===== config.mk =====
export PLATFORM = sky130hd
export DESIGN_NAME = compress_pack_ctrl
export DESIGN_NICKNAME = d
export VERILOG_FILES = /design/src/rtl/compress_pack_ctrl.sv
export SDC_FILE = /design/constraint.sdc
export NUM_CORES = 1
export LEC_CHECK = 0
export CAP_MARGIN = 10
export CORE_AREA = 2 2 68 70
export CTS_CLUSTER_DIAMETER = 40
export CTS_CLUSTER_SIZE = 24
export DETAILED_ROUTE_END_ITERATION = 6
export DIE_AREA = 0 0 70 72
export HOLD_SLACK_MARGIN = 0.02
export PLACE_DENSITY = 0.88
export SLEW_MARGIN = 0
export SYNTH_ARGS = -nofsm -noshare
export SYNTH_HDL_FRONTEND = slang
export SYNTH_SLANG_ARGS = --single-unit
export TNS_END_PERCENT = 5

===== constraint.sdc =====
create_clock -name i_clk -period 5.99 [get_ports i_clk]
set_clock_uncertainty 0.1 [all_clocks]
set_input_delay 0.8985 -clock i_clk [delete_from_list [all_inputs] [get_ports i_clk]]
set_output_delay 0.8985 -clock i_clk [all_outputs]
set_load 0.03 [all_outputs]

===== src/rtl/compress_pack_ctrl.sv =====
// Per-line sequencer for the compressed-bit packing datapath: accumulates chunk
// lengths, schedules Reg1->Reg2 word stores, pads the tail word and presents the line.
module compress_pack_ctrl #(
    parameter int CACHE_LINE      = 128,
    parameter int WORD_SIZE       = 64,
    parameter int CHUNKS_PER_LINE = 8
) (
    input  logic       i_clk,
    input  logic       i_reset,
    input  logic       i_start,
    input  logic       i_len_valid,
    input  logic [6:0] i_total_length,
    input  logic       i_last,
    input  logic       i_out_ready,
    output logic       o_len_ready,
    output logic       o_store_en,
    output logic [7:0] o_shift_amount,
    output logic       o_pad_en,
    output logic       o_line_valid,
    output logic       o_bypass,
    output logic [8:0] o_line_bits,
    output logic [1:0] o_word_count,
    output logic       o_len_err,
    output logic       o_busy
);

    localparam int CNT_W = (CHUNKS_PER_LINE > 1) ? $clog2(CHUNKS_PER_LINE) : 1;
    localparam logic [CNT_W-1:0] LAST_CHUNK = CNT_W'(CHUNKS_PER_LINE - 1);
    localparam logic [7:0]       WORD_8     = 8'(WORD_SIZE);
    localparam logic [8:0]       LINE_9     = 9'(CACHE_LINE);

    typedef enum logic [2:0] {
        S_IDLE,
        S_ACCUM,
        S_FLUSH,
        S_DRAIN,
        S_OUTPUT
    } state_t;

    state_t           state_q, state_d;
    logic [7:0]       partial_q;
    logic [8:0]       total_q;
    logic [CNT_W-1:0] chunk_cnt_q;
    logic [1:0]       word_count_q;
    logic             bypass_q;

    logic       len_ready;
    logic       hs;
    logic       end_chunk;
    logic [7:0] pn;
    logic [8:0] tn;
    logic       len_bad;
    logic       overflow;
    logic       do_store;
    logic [7:0] partial_nx;

    assign len_ready  = (state_q == S_ACCUM) || (state_q == S_DRAIN);
    assign hs         = i_len_valid & len_ready;
    assign end_chunk  = i_last | (chunk_cnt_q == LAST_CHUNK);
    assign pn         = partial_q + {1'b0, i_total_length};
    assign tn         = total_q + {2'b00, i_total_length};
    assign len_bad    = {1'b0, i_total_length} > WORD_8;
    // An illegal length poisons the line exactly like a budget overflow.
    assign overflow   = len_bad | (tn > LINE_9);
    assign do_store   = !overflow && (pn >= WORD_8);
    assign partial_nx = do_store ? (pn - WORD_8) : pn;

    // NOTE: sequential state uses non-blocking assignments so every register
    // samples the pre-edge values of its peers.
    always_ff @(posedge i_clk or posedge i_reset) begin
        if (i_reset) state_q <= S_IDLE;
        else         state_q <= state_d;
    end

    // NOTE: every combinational output gets a default first, so no path can
    // leave a value unassigned and infer a latch.
    always_comb begin
        state_d = state_q;
        unique case (state_q)
            S_IDLE:   if (i_start) state_d = S_ACCUM;
            S_ACCUM: begin
                if (hs) begin
                    if (overflow)        state_d = end_chunk ? S_OUTPUT : S_DRAIN;
                    else if (end_chunk)  state_d = (partial_nx != 8'd0) ? S_FLUSH : S_OUTPUT;
                end
            end
            S_FLUSH:  state_d = S_OUTPUT;
            S_DRAIN:  if (hs && end_chunk) state_d = S_OUTPUT;
            S_OUTPUT: if (i_out_ready) state_d = S_IDLE;
            default:  state_d = S_IDLE;
        endcase
    end

    always_comb begin
        o_len_ready    = len_ready;
        o_store_en     = 1'b0;
        o_shift_amount = 8'd0;
        o_pad_en       = 1'b0;
        o_line_valid   = 1'b0;
        o_bypass       = 1'b0;
        o_line_bits    = 9'd0;
        o_len_err      = 1'b0;
        o_word_count   = word_count_q;
        o_busy         = (state_q != S_IDLE);
        unique case (state_q)
            S_ACCUM: begin
                o_len_err = hs & len_bad;
                if (hs && do_store) begin
                    o_store_en     = 1'b1;
                    o_shift_amount = pn;
                end
            end
            S_FLUSH: begin
                o_store_en     = 1'b1;
                o_pad_en       = 1'b1;
                o_shift_amount = WORD_8 - partial_q;
            end
            S_DRAIN:  o_len_err = hs & len_bad;
            S_OUTPUT: begin
                o_line_valid = 1'b1;
                o_bypass     = bypass_q;
                o_line_bits  = bypass_q ? 9'd0 : total_q;
            end
            default: ;
        endcase
    end

    always_ff @(posedge i_clk or posedge i_reset) begin
        if (i_reset) begin
            partial_q    <= 8'd0;
            total_q      <= 9'd0;
            chunk_cnt_q  <= '0;
            word_count_q <= 2'd0;
            bypass_q     <= 1'b0;
        end else begin
            unique case (state_q)
                S_IDLE: begin
                    if (i_start) begin
                        partial_q    <= 8'd0;
                        total_q      <= 9'd0;
                        chunk_cnt_q  <= '0;
                        word_count_q <= 2'd0;
                        bypass_q     <= 1'b0;
                    end
                end
                S_ACCUM: begin
                    if (hs) begin
                        chunk_cnt_q <= chunk_cnt_q + CNT_W'(1);
                        if (overflow) begin
                            bypass_q <= 1'b1;
                        end else begin
                            partial_q <= partial_nx;
                            total_q   <= tn;
                            if (do_store) word_count_q <= word_count_q + 2'd1;
                        end
                    end
                end
                S_FLUSH: begin
                    partial_q    <= 8'd0;
                    word_count_q <= word_count_q + 2'd1;
                end
                S_DRAIN: if (hs) chunk_cnt_q <= chunk_cnt_q + CNT_W'(1);
                default: ;
            endcase
        end
    end

endmodule


==> results.cfg, run 1 <==
[run_status]
outcome = finished, final reports clean

[yosys]
synth_area_leader_cell = dfrtp_1
synth_common_cells = dfrtp_1 (26), nand2_1 (21), nor2_1 (21)
synthCells = 264
synth-edff-count = 0
ys_seq_elements = 26
synth_nets = 298
synthFlopType = dfrtp_1
yosysMostFrequentCell = dfrtp_1
syn_area_per_cell_um2 = 8.60
yosysTopAreaCellShare = 0.287
ys_seq_area_frac = 0.287
synth_area_leaders = dfrtp_1 (29%), ha_1 (10%), o21ai_0 (4.0%)
ys_warn_count = 0
synthArstFlopShare = 1.00
ys_types = 58
syn_area_um2 = 2270

[global_routing]
gr-total-overflow = 0
grt_usage = 0.234
antenna_found_initial = 0
grt_max_degree = 27
grt_pass1_vias = 2118
grt_pass1_wl_um = 9740

[drt]
viasPerCell = 6.15
via_count = 2184
postRouteAntennaNets = 0
totalWireLength_um = 5630
drc = 0
wl_per_cell_um = 15.9
drtIter0Drc = 148
firstDrtPassIters = 4

[worst_hold_path]
worstHoldPathType = reg -> reg
min_from = total_q[7]

[cts]
cts_setup_buffers = 0
worstSkewPairLatency_ps = 270
clockBufferDepth = 2
clkSlewWorstSetupHoldPaths_ps = 90
cts-htree-levels = 1
clock-root-buffer = clkbuf_8
clock_sinks = 26
numCtsBuffers = 3
cts_tree = built

[worst_setup_path]
crit_slowest_cell = or4b_2
path_max_fanout = 7
worstPathRequired_ps = 4990
start_kind = primary input
critical_path_arrival_ps = 4660
critPathMaxStageDelay_ps = 630
reg2reg_from = partial_q[0]
worst_setup_path_end_kind = output port
worstSetupPathType = in -> out
cp_cell_sequence = clkdlybuf4s50_1, ha_1, fa_1, nand3_1, a21boi_0, or4b_2, o311a_1, inv_1, ha_1, inv_1, o31ai_1, nand3_1, or2_2, o22ai_1, buf_4
startpoint = i_total_length[0]

[die]
die_x_um = 70
die_y_um = 72
start_util = 0.533
core-area_um2 = 4260
io_pins = 39
rows = 24
die-area_um2 = 5040

[timing]
rsz0062_at_grt = no
max_slew_margin = 0.318
finalCritPeriodShare = 0.945
fmax_ghz = 0.177
setup_viol = 0
period_minus_slack_ps = 5660
whs_ps = 412
final-hold-violation-count = 0
tns_ps = 0
slew_viol_final = 0
tightest_slew_ps = 1020

[layout]
post-route-util = 0.648
drive_gt1_frac = 0.0891
final_cells = 355
area_growth_pct = 21.6
n_fill_cell = 376
antennaDiodeCount = 0
nNetsFinal = 338

[place]
place.detailed.hpwl_um = 4350
dp.cells = 351
port_buffers = 38
place_congestion = 0.958

[pwr]
powerDensity_nw_per_um2 = 503
p_leak_nw = 1.32
vdd.ir_drop.worst_mv = 0.366
finalPower_mw = 1.39

[run]
cap_violations = 0
[power breakdown]
part	total, mW	switching [mW]	internal (mW)
sequential	0.316	0.0756	0.240
clock	0.148	0.0585	0.0895
combinational	0.924	0.537	0.387
[per-layer routing]
metal | vias up | share of wire | track usage
li1 | 1066 | - | -
met2 | 64 | 0.49 | 0.408
met3 | 8 | 0.047 | 0.0389
met1 | 1046 | 0.45 | 0.310
met5 | - | 0 | 0
met4 | 0 | 0.0076 | 0.0470
[cells in the final DEF (no fill, tap or decap), types with 4 or more instances in the layout]
cell             count
clkdlybuf4s50_1     29
dfrtp_1             26
nor2_1              21
nand2_1             21
ha_1                19
o21ai_0             18
inv_1               17
nand3_1             13
buf_4               11
a21oi_1              9
a21o_1               8
nor3_1               8
and3_1               8
a22o_1               8
xnor2_1              7
and2_1               7
a211oi_1             5
xor2_1               4
or2_2                4
mux2i_1              4
[what timing repair did]
item	CTS	global route
hold buffers	0	0
gates resized for setup	0	1
endpoints found under the setup margin	0	5
[cell families after synthesis]
group	Yosys count	share of synthesized area
simple gates	98	0.225
compound gates	82	0.266
flops	26	0.286
buf+inv	22	0.0402
fa+ha+maj	21	0.122
xor+xnor	11	0.0424
mux	4	0.0176
[final cells by class]
type / count / area, um^2 / share of cell area
clock buffer: 3 / 41.3 / 0.0150
clock inverter: 1 / 30.0 / 0.0109
inverter: 17 / 63.8 / 0.0231
multi-input combinational: 216 / 1540 / 0.557
sequential: 26 / 651 / 0.236
tap: 52 / 65.1 / 0.0236
timing repair buffer: 40 / 373 / 0.135
[worst paths after layout]
| check | to | slack, ps | cells past startpoint |
|---|---|---|---|
| worst min register to register | total_q[7] | 410 | 1 |
| worst min-delay path | total_q[7] | 410 | 1 |
| worst max-delay path | o_shift_amount[6] | 330 | 15 |
| worst max register to register | o_word_count[1] | 2040 | 14 |
| min in group asynchronous | o_word_count[0] | 1070 | 2 |
| max in group asynchronous | partial_q[2] | 4100 | 2 |
[critical path, delay by kind of cell]
kind	cells	cell delay, ps
fa+ha+maj	3	800
compound gates	4	910
simple gates	4	1220
buf+inv	4	820
[stage by stage]
step	instance area, um^2	setup WS, ps
6_report	2760	329
5_1_grt	2760	49.7
4_1_cts	2750	311
3_5_place_dp	2680	340
3_3_place_gp	2680	404
2_1_floorplan	2270	837
[registers in the layout, summed over array words and instances, names as in the netlist]
register,count
bypass_q,1
o_word_count,2
partial_q,8
state_q,3
chunk_cnt_q,3
total_q,9
No activity file was read; power rests on OpenSTA's default activity.
==> inputs of run 2 (changes only) <==
- CELL_PAD_IN_SITES_DETAIL_PLACEMENT: not set -> 1
- CELL_PAD_IN_SITES_GLOBAL_PLACEMENT: not set -> 1
- CORE_AREA: 2 2 68 70 -> 2 2 79 81
- DIE_AREA: 0 0 70 72 -> 0 0 81 83
- PLACE_DENSITY: 0.88 -> 0.86
- clock period: 5.99 -> 6.2 ns (I/O delays scaled with it)
==> results.cfg, run 2 (synthesized netlist as in run 1, its figures left out) <==
[run_status]
outcome = finished, final reports clean

[global_routing]
grt_pass1_wl_um = 11500
grt_max_degree = 27
grt_pass1_vias = 2449
busiest_layer = met2
grtUsageMet2 = 0.373
met3_usage = 0.0207
antenna_found_initial = 0
grt_usage = 0.211
met1_usage = 0.270
gr-total-overflow = 0

[drt]
drc = 0
wl_per_cell_um = 18.2
postRouteAntennaNets = 0
firstDrtPassIters = 4
drtIter0Drc = 114
viasPerCell = 5.86
totalWireLength_um = 6920
via_count = 2234

[cts]
numCtsBuffers = 3
cts-htree-levels = 1
cts_tree = built
clockBufferDepth = 2
hold_buffers = 0
clkSlewWorstSetupHoldPaths_ps = 100
cts_setup_buffers = 0
clock_sinks = 26
worstSkewPairLatency_ps = 280
clock-root-buffer = clkbuf_8

[pwr]
p_int_mw = 0.673
power.share.clock = 0.087
finalPower_mw = 1.36
p_comb_frac = 0.684
swShare = 0.504
p_switching_mw = 0.683
p_seq_frac = 0.229
p_leak_nw = 1.40
powerDensity_nw_per_um2 = 482
vdd.ir_drop.worst_mv = 0.233

[timing]
tns_ps = 0
max_slew_margin = 0.288
finalCritPeriodShare = 0.959
tightest_slew_ps = 1070
final-hold-violation-count = 0
rsz0062_at_grt = no
slew_viol_final = 0
fmax_ghz = 0.168
period_minus_slack_ps = 5940
whs_ps = 417
setup_viol = 0

[die]
rows = 28
io_pins = 39
die-area_um2 = 6720
die_x_um = 81
die_y_um = 83
start_util = 0.390
core-area_um2 = 5820

[worst_hold_path]
holdPathEnd = chunk_cnt_q[1]
hold-path-cell-count = 2
min_from = chunk_cnt_q[1]
worstHoldPathType = reg -> reg

[layout]
final_common_cell = clkdlybuf4s50_1
post-route-util = 0.484
stdcell_area_um2 = 2810
final_cell_mix = clkdlybuf4s50_1 (29), dfrtp_1 (26), nor2_1 (21), nand2_1 (21), ha_1 (19)
drive_gt1_frac = 0.0784
area_growth_pct = 23.9
reg_top3 = total_q: 9 flops, partial_q: 8 flops
nNetsFinal = 341
largest_reg_flops = 9
antennaDiodeCount = 0
top_register = total_q

[worst_setup_path]
cp_cell_sequence = clkdlybuf4s50_1, ha_1, fa_1, nand3_1, a21boi_0, or4b_2, o311a_1, inv_1, ha_1, inv_1, o31ai_1, nand3_1, buf_4, or2_2, o22ai_1, buf_4
crit_slowest_cell = or4b_2
path_max_fanout = 7
reg2reg_slack_ps = 2180
worstSetupPathType = in -> out
reg2reg_to = o_word_count[1]
worstPathRequired_ps = 5170
reg2reg_from = partial_q[0]
critical_path_arrival_ps = 4910
reg2regPathDepth = 14
start_kind = primary input
critPathMaxStageDelay_ps = 630
worst_setup_path_end_kind = output port

[place]
place.detailed.hpwl_um = 5420
place_congestion = 0.810
port_buffers = 38
dpl_cell_area_um2 = 2750

[run]
cap_violations = 0
## run 2: metrics by stage
step	std cells	worst slack, ps
2_1_floorplan	264	984
3_3_place_gp	377	211
3_5_place_dp	377	32.4
4_1_cts	381	16.1
5_1_grt	381	18.0
6_report	381	257
## run 2: critical path, delay by kind of cell
family / cells / cell delay, ps
compound gates: 4 / 920
simple gates: 4 / 1200
fa+ha+maj: 3 / 820
buf+inv: 5 / 1030
## run 2: power by group through the flow
| stage | combinational (mW) | sequential (mW) | clock, mW |
|---|---|---|---|
| 2_1_floorplan | 0.658 | 0.294 | 0 |
| 3_3_place_gp | 0.879 | 0.307 | 0 |
| 3_5_place_dp | 0.919 | 0.314 | 0 |
| 4_1_cts | 0.929 | 0.310 | 0.120 |
| 5_1_grt | 1.02 | 0.321 | 0.129 |
| 6_report | 0.928 | 0.310 | 0.118 |
## run 2: what timing repair did
action                     in CTS  in global routing
setup endpoints to repair       1                  5
hold endpoints to repair        0                  0
resized for setup               1                  5
## run 2: final cells by class
type	instances	area [um^2]
inverter	17	63.8
multi-input combinational	216	1530
fill	737	3000
tap	75	93.8
timing repair buffer	43	422
sequential	26	651
clock buffer	4	55.1
## run 2: layer usage
metal / share of wire / routed length [um]
met1: 0.45 / 3090
met2: 0.52 / 3570
met3: 0.030 / 211
met4: 0.0078 / 54
met5: 0 / 0
## run 2: how the worst max path moves through the flow
stage                 startpoint           endpoint  slack (ps)  cells past startpoint
2_1_floorplan  i_total_length[0]  o_shift_amount[2]         980                     13
3_3_place_gp   i_total_length[0]  o_shift_amount[5]         210                     16
3_5_place_dp   i_total_length[0]  o_shift_amount[5]          30                     16
4_1_cts        i_total_length[0]  o_shift_amount[3]          20                     16
5_1_grt        i_total_length[0]  o_shift_amount[5]          20                     16
6_report       i_total_length[0]  o_shift_amount[2]         260                     16
